--- src/rtl/sim_host_ctrl.sv ---
// -----------------------------------------------------------------------------
// sim_host_ctrl
//   Host-side run sequencer for the DART network simulator top. One run is:
//   hold the simulator in reset, forward a fixed number of host config words,
//   enable the simulator for run_length sim-time ticks, wait for the network to
//   drain (with a watchdog), then read the stats shift chain back to the host
//   one word at a time.
//
// Ports
//   clock, reset                 system clock, asynchronous active-high reset
//   start, run_length            run request (IDLE only) and tick budget
//   host_cmd_valid/ready/data    config word stream from the host
//   host_resp_valid/ready/data   stats word stream to the host
//   sim_reset, sim_enable        simulator reset / enable
//   sim_config_in(_valid)        config word and one-cycle strobe to the simulator
//   sim_stats_shift              one-cycle pulse advancing the stats chain
//   sim_stats_out                current head word of the stats chain
//   sim_time_tick                one pulse per simulator time step
//   sim_quiescent, sim_error     network empty / simulator error
//   busy, done, err              run in progress / run complete / sticky error
// -----------------------------------------------------------------------------
module sim_host_ctrl #(
  parameter int CONFIG_WORDS    = 64,
  parameter int STATS_WORDS     = 128,
  parameter int TS_WIDTH        = 10,
  parameter int RST_CYCLES      = 4,
  parameter int QUIESCE_TIMEOUT = 4096
) (
  input  logic                clock,
  input  logic                reset,
  input  logic                start,
  input  logic [TS_WIDTH-1:0] run_length,
  input  logic                host_cmd_valid,
  output logic                host_cmd_ready,
  input  logic [15:0]         host_cmd_data,
  output logic                host_resp_valid,
  input  logic                host_resp_ready,
  output logic [15:0]         host_resp_data,
  output logic                sim_reset,
  output logic                sim_enable,
  output logic [15:0]         sim_config_in,
  output logic                sim_config_in_valid,
  output logic                sim_stats_shift,
  input  logic [15:0]         sim_stats_out,
  input  logic                sim_time_tick,
  input  logic                sim_quiescent,
  input  logic                sim_error,
  output logic                busy,
  output logic                done,
  output logic                err
);

  localparam int RC_W = $clog2(RST_CYCLES + 1);
  localparam int CC_W = $clog2(CONFIG_WORDS + 1);
  localparam int SC_W = $clog2(STATS_WORDS + 1);
  localparam int WD_W = $clog2(QUIESCE_TIMEOUT + 1);

  localparam logic [RC_W-1:0] RST_LAST = RC_W'(RST_CYCLES - 1);
  localparam logic [CC_W-1:0] CFG_LAST = CC_W'(CONFIG_WORDS - 1);
  localparam logic [SC_W-1:0] ST_LAST  = SC_W'(STATS_WORDS - 1);
  localparam logic [WD_W-1:0] WD_LAST  = WD_W'(QUIESCE_TIMEOUT - 1);

  typedef enum logic [2:0] {
    S_IDLE,
    S_SIMRST,
    S_CONFIG,
    S_RUN,
    S_WAIT_Q,
    S_SLOAD,
    S_SHOLD,
    S_SWAIT
  } state_t;

  state_t              state_q, state_d;
  logic [TS_WIDTH-1:0] rl_q, rl_d;
  logic [TS_WIDTH-1:0] tick_cnt_q, tick_cnt_d;
  logic [RC_W-1:0]     rst_cnt_q, rst_cnt_d;
  logic [CC_W-1:0]     cfg_cnt_q, cfg_cnt_d;
  logic [SC_W-1:0]     st_cnt_q, st_cnt_d;
  logic [WD_W-1:0]     wd_cnt_q, wd_cnt_d;
  logic                cmd_ready_q, cmd_ready_d;
  logic                resp_valid_q, resp_valid_d;
  logic [15:0]         resp_data_q, resp_data_d;
  logic                sim_reset_q, sim_reset_d;
  logic                sim_enable_q, sim_enable_d;
  logic [15:0]         cfg_data_q, cfg_data_d;
  logic                cfg_valid_q, cfg_valid_d;
  logic                shift_q, shift_d;
  logic                busy_q, busy_d;
  logic                done_q, done_d;
  logic                err_q, err_d;

  logic [TS_WIDTH-1:0] tick_inc;

  assign tick_inc = tick_cnt_q + TS_WIDTH'(1);

  always_comb begin
    state_d      = state_q;
    rl_d         = rl_q;
    tick_cnt_d   = tick_cnt_q;
    rst_cnt_d    = rst_cnt_q;
    cfg_cnt_d    = cfg_cnt_q;
    st_cnt_d     = st_cnt_q;
    wd_cnt_d     = wd_cnt_q;
    resp_valid_d = resp_valid_q;
    resp_data_d  = resp_data_q;
    cfg_data_d   = cfg_data_q;
    cfg_valid_d  = 1'b0;
    shift_d      = 1'b0;
    busy_d       = busy_q;
    done_d       = done_q;
    err_d        = err_q;

    case (state_q)
      S_IDLE: begin
        if (start) begin
          rl_d      = run_length;
          done_d    = 1'b0;
          err_d     = 1'b0;
          busy_d    = 1'b1;
          rst_cnt_d = '0;
          state_d   = S_SIMRST;
        end
      end

      S_SIMRST: begin
        if (rst_cnt_q == RST_LAST) begin
          cfg_cnt_d = '0;
          state_d   = S_CONFIG;
        end else begin
          rst_cnt_d = rst_cnt_q + RC_W'(1);
        end
      end

      S_CONFIG: begin
        // Ready is a flop, so it only drops on the edge that takes the last
        // word; no extra word can slip in behind it.
        if (host_cmd_valid && cmd_ready_q) begin
          cfg_data_d  = host_cmd_data;
          cfg_valid_d = 1'b1;
          cfg_cnt_d   = cfg_cnt_q + CC_W'(1);
          if (cfg_cnt_q == CFG_LAST) begin
            tick_cnt_d = '0;
            wd_cnt_d   = '0;
            state_d    = (rl_q == '0) ? S_WAIT_Q : S_RUN;
          end
        end
      end

      S_RUN: begin
        // Counter stops at the match, so it cannot wrap even for the
        // largest run_length.
        if (sim_time_tick) begin
          tick_cnt_d = tick_inc;
          if (tick_inc == rl_q) begin
            wd_cnt_d = '0;
            state_d  = S_WAIT_Q;
          end
        end
      end

      S_WAIT_Q: begin
        if (sim_quiescent) begin
          st_cnt_d = '0;
          state_d  = S_SLOAD;
        end else if (wd_cnt_q == WD_LAST) begin
          err_d    = 1'b1;
          st_cnt_d = '0;
          state_d  = S_SLOAD;
        end else begin
          wd_cnt_d = wd_cnt_q + WD_W'(1);
        end
      end

      S_SLOAD: begin
        resp_data_d  = sim_stats_out;
        resp_valid_d = 1'b1;
        state_d      = S_SHOLD;
      end

      S_SHOLD: begin
        if (host_resp_ready) begin
          resp_valid_d = 1'b0;
          shift_d      = 1'b1;
          st_cnt_d     = st_cnt_q + SC_W'(1);
          if (st_cnt_q == ST_LAST) begin
            // Run completes here: done rises as the FSM lands back in IDLE.
            busy_d  = 1'b0;
            done_d  = 1'b1;
            state_d = S_IDLE;
          end else begin
            state_d = S_SWAIT;
          end
        end
      end

      // One idle cycle so the chain head settles after the shift pulse.
      S_SWAIT: state_d = S_SLOAD;

      default: state_d = S_IDLE;
    endcase

    if ((state_q != S_IDLE) && sim_error) begin
      err_d = 1'b1;
    end
  end

  // Level outputs are registered from the next state so they change exactly
  // on the state transition edge.
  always_comb begin
    cmd_ready_d  = (state_d == S_CONFIG);
    sim_reset_d  = (state_d == S_SIMRST);
    sim_enable_d = (state_d == S_RUN) || (state_d == S_WAIT_Q);
  end

  always_ff @(posedge clock or posedge reset) begin
    if (reset) begin
      state_q      <= S_IDLE;
      rl_q         <= '0;
      tick_cnt_q   <= '0;
      rst_cnt_q    <= '0;
      cfg_cnt_q    <= '0;
      st_cnt_q     <= '0;
      wd_cnt_q     <= '0;
      cmd_ready_q  <= 1'b0;
      resp_valid_q <= 1'b0;
      resp_data_q  <= '0;
      sim_reset_q  <= 1'b0;
      sim_enable_q <= 1'b0;
      cfg_data_q   <= '0;
      cfg_valid_q  <= 1'b0;
      shift_q      <= 1'b0;
      busy_q       <= 1'b0;
      done_q       <= 1'b0;
      err_q        <= 1'b0;
    end else begin
      state_q      <= state_d;
      rl_q         <= rl_d;
      tick_cnt_q   <= tick_cnt_d;
      rst_cnt_q    <= rst_cnt_d;
      cfg_cnt_q    <= cfg_cnt_d;
      st_cnt_q     <= st_cnt_d;
      wd_cnt_q     <= wd_cnt_d;
      cmd_ready_q  <= cmd_ready_d;
      resp_valid_q <= resp_valid_d;
      resp_data_q  <= resp_data_d;
      sim_reset_q  <= sim_reset_d;
      sim_enable_q <= sim_enable_d;
      cfg_data_q   <= cfg_data_d;
      cfg_valid_q  <= cfg_valid_d;
      shift_q      <= shift_d;
      busy_q       <= busy_d;
      done_q       <= done_d;
      err_q        <= err_d;
    end
  end

  assign host_cmd_ready      = cmd_ready_q;
  assign host_resp_valid     = resp_valid_q;
  assign host_resp_data      = resp_data_q;
  assign sim_reset           = sim_reset_q;
  assign sim_enable          = sim_enable_q;
  assign sim_config_in       = cfg_data_q;
  assign sim_config_in_valid = cfg_valid_q;
  assign sim_stats_shift     = shift_q;
  assign busy                = busy_q;
  assign done                = done_q;
  assign err                 = err_q;

endmodule

--- config.mk ---
export PLATFORM = sky130hd
export DESIGN_NAME = sim_host_ctrl
export DESIGN_NICKNAME = d
export VERILOG_FILES = /design/src/rtl/sim_host_ctrl.sv
export SDC_FILE = /design/constraint.sdc
export NUM_CORES = 1
export LEC_CHECK = 0
export ABC_AREA = 1
export CAP_MARGIN = 20
export CORE_AREA = 2 2 96 98
export DETAILED_ROUTE_END_ITERATION = 6
export DIE_AREA = 0 0 98 100
export PLACE_DENSITY = 0.83
export SYNTH_ARGS = -nofsm -noshare
export SYNTH_HDL_FRONTEND = slang
export SYNTH_SLANG_ARGS = --single-unit
--- constraint.sdc ---
create_clock -name clock -period 6.55 [get_ports clock]
set_clock_uncertainty 0.2 [all_clocks]
set_input_delay 1.31 -clock clock [delete_from_list [all_inputs] [get_ports clock]]
set_output_delay 1.31 -clock clock [all_outputs]
set_load 0.1 [all_outputs]
==> flow_summary.yaml, run 1 <==
setup_path:
  r2r-end: "sim_enable$_DFF_PP0_"
  r2r_cells: 9
  r2r_start: "state_q[2]$_DFF_PP0_"
  worst-path-buf-inv: 1
  cp_top_family: "buffers and inverters"
  critPathKind: "reg -> out"
  r2r_slack_ns: 3.80
  path_max_fanout: 2
  slowest_delay_ns: 1.14
  path_depth: 1
  startpoint_type: "register"
  slowest_stage: "clkdlybuf4s50_1"
  crit_arrival_ns: 1.90
  required_ns: 5.04
  crit_path_cell_trace: "clkdlybuf4s50_1"
  endpoint_kind: "output port"
cts:
  cts_num_sinks: 95
  clockRootBuffer: "clkbuf_8"
  numCtsBuffers: 9
  clk_pin_slew_ns: 0.09
  cts_buffer_depth: 2
  cts.hold.buffers_added: 0
  clk_latency_ns: 0.36
  htree_levels: 3
  tritoncts: "built"
  cts_setup_buffers: 0
  post_cts_resized: 0
routing:
  route.detailed.drc: 0
  ant_nets: 0
  firstDrtPassIters: 5
  wl_per_cell_um: 13.1
  viasPerCell: 5.13
  totalWireLength_um: 10800
  first_iter_violations: 134
  vias: 4224
yosys:
  synthFlopType: "dfrtp_1"
  yosysTopAreaCellShare_pct: 50.1
  async_reset_ff_share_pct: 100
  synth-edff-count: 0
  yosys_warnings: 0
  yosysTopAreaCell: "dfrtp_1"
  syn_area_per_cell_um2: 7.73
  mappedNetlistNets: 670
  synthDistinctLibCells: 38
  synthTopCellsByArea: "dfrtp_1 50%, nand2_1 18%, inv_1 5.2%, nand3_1 4.0%, o21ai_0 3.9%"
  ys_seq_area_share_pct: 50.1
  ys_top_cells_by_count: "229 x nand2_1, 95 x dfrtp_1, 66 x inv_1"
  synth_most_common_cell: "nand2_1"
  yosys_register_bits: 95
  netlist_instances: 614
  syn_area_um2: 4750
pwr:
  internal-power_mw: 1.45
  clkPwrFrac_pct: 15.6
  pwr-share-seq_pct: 29.9
  combPwrFrac_pct: 54.5
  power_density_nw_per_um2: 512
  switching_power_mw: 1.62
  p_leak_nw: 2.92
  ir_drop_mv: 0.448
  swShare_pct: 52.7
worst_hold_path:
  min_to: "sim_config_in[8]$_DFFE_PP0P_"
  holdCritPathClass: "reg -> reg"
  hp-start: "sim_config_in[8]$_DFFE_PP0P_"
  worstHoldPathCells: 2
die:
  ioPinCount: 91
  num_rows: 35
  dieArea_um2: 9800
  die_x_um: 98
  initial_core_util_pct: 53.4
  dieHeight_um: 100
  coreArea_um2: 8890
sta:
  tns_ns: 0
  rsz0062_at_grt: "no"
  min_period_ns: 3.41
  whs_ns: 0.276
  finalHoldViolCount: 0
  setup_ws_ns: 3.14
  slew_headroom_pct: 29.9
  finalSetupViolations: 0
  slew_viol_final: 0
  tightestPinTransition_ns: 1.05
  finalCritPeriodShare_pct: 52.0
  max_freq_mhz: 293
grt:
  antenna_found_initial: 0
  grt.total_usage_pct: 23.7
  grt_pass1_wl_um: 19000
  grt_pass1_vias: 4205
  grt_max_degree: 56
  grt.overflow.total: 0
final_layout:
  antennaDiodeCount: 0
  finalNetCount: 763
  fillerInstances: 727
  area_delta_synth_final_pct: 26.7
  drive_gt1_share_pct: 6.46
status:
  outcome: "completed"
place:
  place_congestion: 0.861
  hpwl_um: 7870
  io_buffers: 90
  dpl_worst_slack_ns: 2.90
flow_run:
  maxCapViolations: 0
worst max-delay path by stage:
stage                                        from                       end  slack (ns)
floorplan                                   reset          busy$_DFFE_PP0P_        2.56
detailed placement                          start  rst_cnt_q[1]$_DFFE_PP0P_        2.90
global placement                            start  rst_cnt_q[1]$_DFFE_PP0P_        3.02
global route          host_resp_valid$_DFFE_PP0P_           host_resp_valid        3.09
CTS                 host_resp_data[0]$_DFFE_PP0P_         host_resp_data[0]        3.13
finish                           busy$_DFFE_PP0P_                      busy        3.14
per-stage QoR:
stage | cell area, um^2 | util, % | cells | total power, mW
after floorplan | 4750 | - | 614 | 2.19
after global placement | 5750 | 64.7 | 806 | 2.56
after detailed placement | 5750 | 64.7 | 806 | 2.60
after CTS | 6010 | 67.6 | 822 | 3.09
after global routing | 6010 | 67.6 | 823 | 3.26
final | 6010 | 67.6 | 823 | 3.08
final cells by class:
class	count	area (um^2)	area share, %
tap	111	139	2.31
clock buffer	10	138	2.29
timing repair buffer	93	923	15.4
inverter	71	268	4.45
clock inverter	6	116	1.94
multi-input combinational	437	2050	34.1
sequential	95	2380	39.5
logic make-up (layout without fill, tap and decap cells):
| logic type | after synthesis | in the layout | share of synthesized area, % |
|---|---|---|---|
| AND/OR/NAND/NOR | 349 | 349 | 31.0 |
| flip-flops | 95 | 95 | 50.1 |
| multiplexers | 1 | 1 | 0.211 |
| adder cells (fa/ha/maj) | 6 | 6 | 1.58 |
| buffers and inverters | 82 | 180 | 6.69 |
| XOR/XNOR | 11 | 11 | 2.03 |
| AO/OA/AOI/OAI | 70 | 70 | 8.38 |
flip-flops by register name (all words and copies together) (netlist names), 3 cells and up:
signal	count
cfg_cnt_q	7
host_resp_data	16
rl_q	10
rst_cnt_q	3
sim_config_in	16
st_cnt_q	8
state_q	3
tick_cnt_q	10
wd_cnt_q	13
power groups by stage:
stage | clock, mW | combinational (mW) | sequential (mW)
floorplan | 0 | 0.512 | 1.68
finish | 0.481 | 1.68 | 0.919
global placement | 0 | 1.64 | 0.918
detailed placement | 0 | 1.68 | 0.924
CTS | 0.486 | 1.68 | 0.918
global route | 0.513 | 1.80 | 0.946
cell usage in the layout, fill, tap and decap left out, drive strengths merged, types with 3 or more instances in the layout:
| master | instances |
|---|---|
| nand2 | 233 |
| nor2 | 56 |
| nor3 | 12 |
| nand4 | 3 |
| nand3 | 39 |
| o22ai | 8 |
| bufinv | 3 |
| clkbuf | 10 |
| clkinv | 3 |
| inv | 71 |
| o21ai | 41 |
| clkdlybuf4s50 | 90 |
| buf | 3 |
| xor2 | 8 |
| ha | 6 |
| dfrtp | 95 |
| nand3b | 3 |
| a21oi | 12 |
| xnor2 | 3 |
metal layers:
layer	share of wire [%]	track usage, %	vias to the layer above
met5	0	0	-
met4	1.5	7.26	0
met3	4.3	4.18	15
met2	50	41.2	113
met1	44	30.6	1972
li1	-	-	2124
Power figures use the tool's default switching activity.
==> run 2, diff against run 1 <==
Settings changed: CORE_AREA 2 2 96 98 to 2 2 99 101, DIE_AREA 0 0 98 100 to 0 0 101 103, PLACE_DENSITY 0.83 to 0.79.
Clock period 6.55 ns to 3.31 ns, I/O delays scaled along.
==> run 2 against run 1 <==
Compared with the run above:
- total power up 89%
- clock power grew 64%
- cell count is 0.85% higher
- final area fell by 1.7%
- sequential share of layout area up 0.69 points
- non-clock buffer count increased by 4
- die area up 6.2%
- via count fell by 0.71%
- global-route usage fell by 2.4 points
- core utilization down 5.2 points
- highest routed layer unchanged
- clock-buffer cell count stayed put
- critical path type is now reg -> reg
==> flow_summary.yaml, run 2 (synthesis results as in run 1) <==
setup_path:
  required_ns: 3.41
  crit_path_cell_trace: "ha_1 -> nand2_1 -> inv_1 -> o21ai_0 -> nand2_1 -> nor2_1 -> nand3_1 -> nor2_1 -> nand3_1 -> nand2_2 -> nand3b_4 -> inv_2 -> nand2_1 -> nand2_1"
  startpoint_type: "register"
  slowest_delay_ns: 0.45
  cp_top_family: "simple AND/OR/NAND/NOR gates"
  worst-path-buf-inv: 2
  crit_arrival_ns: 2.60
  endpoint_kind: "register"
  slowest_stage: "dfrtp_1"
  cp_common_cell: "nand2_1"
  critPathKind: "reg -> reg"
  path_max_fanout: 18
routing:
  viasPerCell: 5.05
  first_iter_violations: 205
  wl_per_cell_um: 12.3
  ant_nets: 0
  route.detailed.drc: 0
  firstDrtPassIters: 4
  totalWireLength_um: 10200
  vias: 4194
worst_hold_path:
  holdCritPathClass: "reg -> reg"
grt:
  antenna_found_initial: 0
  grt_max_degree: 47
  grt.overflow.total: 0
  grt_pass1_wl_um: 17700
  grt.total_usage_pct: 21.4
  grt_pass1_vias: 4173
cts:
  cts.hold.buffers_added: 0
  cts_num_sinks: 95
  tritoncts: "built"
  cts_buffer_depth: 2
  post_cts_resized: 0
  clk_latency_ns: 0.37
  numCtsBuffers: 9
  clk_pin_slew_ns: 0.10
  cts_setup_buffers: 0
  clockRootBuffer: "clkbuf_8"
  htree_levels: 3
sta:
  tns_ns: 0
  min_period_ns: 2.50
  slew_headroom_pct: 57.1
  max_freq_mhz: 400
  finalSetupViolations: 0
  slew_viol_final: 0
  finalCritPeriodShare_pct: 75.5
  rsz0062_at_grt: "no"
  tightestPinTransition_ns: 0.643
  setup_ws_ns: 0.811
  finalHoldViolCount: 0
pwr:
  p_leak_nw: 2.99
  swShare_pct: 54.4
  pwr-share-seq_pct: 31.1
  clkPwrFrac_pct: 13.5
  combPwrFrac_pct: 55.3
  internal-power_mw: 2.66
  ir_drop_mv: 0.739
  power_density_nw_per_um2: 986
  switching_power_mw: 3.17
final_layout:
  layout_common_cells: "229 x nand2_1, 95 x dfrtp_1, 65 x inv_1"
  drive_gt1_share_pct: 12.7
  seq_area_um2: 2380
  antennaDiodeCount: 0
  mostFrequentLayoutCell: "nand2_1"
  multiInputGateArea_um2: 2050
  fillerInstances: 833
  finalNetCount: 767
  area_delta_synth_final_pct: 24.5
die:
  coreArea_um2: 9460
  dieHeight_um: 103
  dieArea_um2: 10400
  ioPinCount: 91
  num_rows: 36
  die_x_um: 101
  initial_core_util_pct: 50.2
place:
  io_buffers: 90
  dpl_worst_slack_ns: 0.702
  hpwl_um: 7850
  place_congestion: 0.865
status:
  outcome: "completed"
flow_run:
  maxCapViolations: 0
## run 2: final cells by class
class | count | area share, %
Inverter | 71 | 4.57
Sequential cell | 95 | 40.2
Multi-Input combinational cell | 437 | 34.7
Clock inverter | 6 | 1.12
Timing Repair Buffer | 97 | 14.6
Clock buffer | 10 | 2.33
Tap cell | 114 | 2.41
## run 2: power groups by stage
stage | clock network, mW | registers, mW | logic [mW]
2_1_floorplan | 0 | 3.33 | 1.01
3_3_place_gp | 0 | 1.83 | 3.19
3_5_place_dp | 0 | 1.83 | 3.24
4_1_cts | 0.808 | 1.81 | 3.24
5_1_grt | 0.860 | 1.86 | 3.47
6_report | 0.789 | 1.81 | 3.22
## run 2: worst paths after layout
check / endpoint / slack, ns / cells after the start / from
max in group asynchronous: st_cnt_q[3]$_DFFE_PP0P_ / 1.61 / 4 / reset
min: sim_config_in[4]$_DFFE_PP0P_ / 0.28 / 2 / sim_config_in[4]$_DFFE_PP0P_
max reg2reg: wd_cnt_q[5]$_DFFE_PP0P_ / 0.81 / 14 / tick_cnt_q[0]$_DFFE_PP0P_
max: wd_cnt_q[5]$_DFFE_PP0P_ / 0.81 / 14 / tick_cnt_q[0]$_DFFE_PP0P_
min in group asynchronous: host_resp_data[4]$_DFFE_PP0P_ / 0.47 / 2 / reset
min reg2reg: sim_config_in[4]$_DFFE_PP0P_ / 0.28 / 2 / sim_config_in[4]$_DFFE_PP0P_
## run 2: stage by stage
| step | hold slack [ns] | power [mW] | utilization, % | cells | cell area, um^2 |
|---|---|---|---|---|---|
| 2_1_floorplan | 0.249 | 4.34 | - | 614 | 4750 |
| 3_3_place_gp | 0.259 | 5.01 | 60.3 | 814 | 5710 |
| 3_5_place_dp | 0.260 | 5.07 | 60.3 | 814 | 5710 |
| 4_1_cts | 0.283 | 5.86 | 62.5 | 830 | 5910 |
| 5_1_grt | 0.307 | 6.19 | 62.5 | 830 | 5910 |
| 6_report | 0.278 | 5.83 | 62.5 | 830 | 5910 |
## run 2: metal layers
metal	track usage (%)	vias up	wire length [um]
li1	-	2132	-
met1	26.8	1978	4610
met2	37.5	75	5140
met3	3.39	9	400
met4	8.00	0	106
met5	0	-	0
## run 2: worst min-delay path, delay by kind of cell, from the launching register on
family | cells | cell delay, ns
flops | 1 | 0.35
simple gates | 2 | 0.09
==> run 3, diff against run 2 <==
Clock period 3.31 ns to 2.4 ns, I/O delays scaled along.
==> run 3 against run 2 <==
Compared with the run above:
- sequential power up 40%
- register-to-register slack lost 0.71 ns
- clock power grew 36%
- die area stayed put
- sequential cell count unchanged
- wire length increased by 11%
- first-iteration DRC count is 3.4% higher
- critical path depth increased by 1
- combinational power increased by 47%
- setup slack worse by 0.71 ns
- cell count is 1.3% higher
- via count grew 4.4%
- critical path type unchanged
- largest cell class unchanged
==> flow_summary.yaml, run 3 (synthesis results as in run 1) <==
status:
  outcome: "completed"
sta:
  slew_viol_final: 0
  setup_ws_ns: 0.106
  finalSetupViolations: 0
  slew_headroom_pct: 65.7
  max_freq_mhz: 436
  finalCritPeriodShare_pct: 95.6
  min_period_ns: 2.29
  tns_ns: 0
  finalHoldViolCount: 0
  tightestPinTransition_ns: 0.514
setup_path:
  startpoint_type: "register"
  endpoint_kind: "register"
  critPathKind: "reg -> reg"
  r2r_start: "tick_cnt_q[1]$_DFFE_PP0P_"
  startpoint: "tick_cnt_q[1]$_DFFE_PP0P_"
  cp_common_cell: "nor2_1"
  crit_path_cell_trace: "ha_2 -> nand2_4 -> inv_2 -> nor2_1 -> nand2_1 -> nand2_1 -> nor2_1 -> nand3_1 -> nor2_2 -> nand3_2 -> nand2_4 -> buf_4 -> nand3b_1 -> nor2_1 -> nor2_1"
  required_ns: 2.47
  path_max_fanout: 4
  slowest_delay_ns: 0.40
  slowest_stage: "dfrtp_1"
  worst-path-buf-inv: 2
  crit_arrival_ns: 2.36
  cp_top_family: "simple AND/OR/NAND/NOR gates"
final_layout:
  final_util_pct: 64.3
  drive_gt1_share_pct: 15.5
  fillerInstances: 810
  area_delta_synth_final_pct: 28.2
  antennaDiodeCount: 0
  finalNetCount: 778
  layout_common_cells: "228 x nand2_1, 94 x dfrtp_1, 64 x inv_1"
  fin_area_um2: 6090
  mostFrequentLayoutCell: "nand2_1"
die:
  num_rows: 36
  die_x_um: 101
  coreArea_um2: 9460
  initial_core_util_pct: 50.2
  dieArea_um2: 10400
  dieHeight_um: 103
  ioPinCount: 91
worst_hold_path:
  holdCritPathClass: "reg -> reg"
  hp-start: "host_resp_data[1]$_DFFE_PP0P_"
pwr:
  p_total_mw: 8.33
  ir_drop_mv: 1.23
  p_leak_nw: 3.04
  power_density_nw_per_um2: 1370
place:
  dpl_worst_slack_ns: -0.00312
  place_congestion: 0.918
  hpwl_um: 7910
  place_area_um2: 5760
  io_buffers: 90
cts:
  numCtsBuffers: 9
  cts_buffer_depth: 2
  htree_levels: 3
  clockRootBuffer: "clkbuf_8"
  cts_num_sinks: 95
  tritoncts: "built"
  clk_latency_ns: 0.37
  clk_pin_slew_ns: 0.09
grt:
  grt_pass1_vias: 4229
  antenna_found_initial: 0
  grt.overflow.total: 0
  grt.total_usage_pct: 22.4
  grt_pass1_wl_um: 18600
  grt_max_degree: 96
routing:
  viasPerCell: 5.20
  first_iter_violations: 212
  totalWireLength_um: 11400
  wl_per_cell_um: 13.5
  route.detailed.drc: 0
  ant_nets: 0
  vias: 4377
  firstDrtPassIters: 5
flow_run:
  maxCapViolations: 0
run 3: layer usage:
metal	share of wire [%]	global-route usage, %
met1	43	28.2
met2	51	37.9
met3	4.5	5.02
met4	2.3	8.94
met5	0	0
run 3: power breakdown:
| part | switching, mW | leakage [nW] | total [mW] | internal [mW] |
|---|---|---|---|---|
| Clock | 0.565 | 0.100 | 1.07 | 0.507 |
| Sequential | 0.399 | 1.22 | 2.53 | 2.13 |
| Combinational | 3.59 | 1.72 | 4.73 | 1.15 |
| Total | 4.55 | 3.04 | 8.33 | 3.78 |
run 3: through the flow:
step           hold slack (ns)  instances
3_3_place_gp             0.257        820
6_report                 0.278        841
3_5_place_dp             0.260        820
2_1_floorplan            0.249        614
5_1_grt                  0.312        841
4_1_cts                  0.282        836
run 3: worst reg2reg max path, delay by kind of cell (launching register included):
family	cells	cell delay, ns
buf+inv	2	0.23
simple gates	12	1.14
flops	1	0.40
fa+ha+maj	1	0.23
run 3: area by class of cell:
cell class	count	area [um^2]	area share, %
timing repair buffer	106	943	15.5
inverter	71	275	4.52
clock buffer	12	145	2.38
sequential	95	2380	39.1
tap	114	143	2.34
multi-input combinational	439	2160	35.4
clock inverter	4	45.0	0.740
run 3: what timing repair did:
| action | 4_1_cts | 5_1_grt |
|---|---|---|
| pin swaps | 0 | 6 |
| hold buffers | 0 | 0 |
| buffers inserted | 0 | 3 |
| gates resized for setup | 1 | 23 |
| setup endpoints to repair | 8 | 19 |
| gates cloned | 0 | 2 |
run 3: final timing paths:
check / to / slack [ns] / cells after the start
hold reg to reg: host_resp_data[1]$_DFFE_PP0P_ / 0.28 / 2
max in group asynchronous: sim_reset$_DFF_PP0_ / 1.21 / 3
setup / recovery: sim_enable$_DFF_PP0_ / 0.11 / 15
setup reg to reg: sim_enable$_DFF_PP0_ / 0.11 / 15
min in group asynchronous: host_resp_data[11]$_DFFE_PP0P_ / 0.36 / 3
hold / removal: host_resp_data[1]$_DFFE_PP0P_ / 0.28 / 2
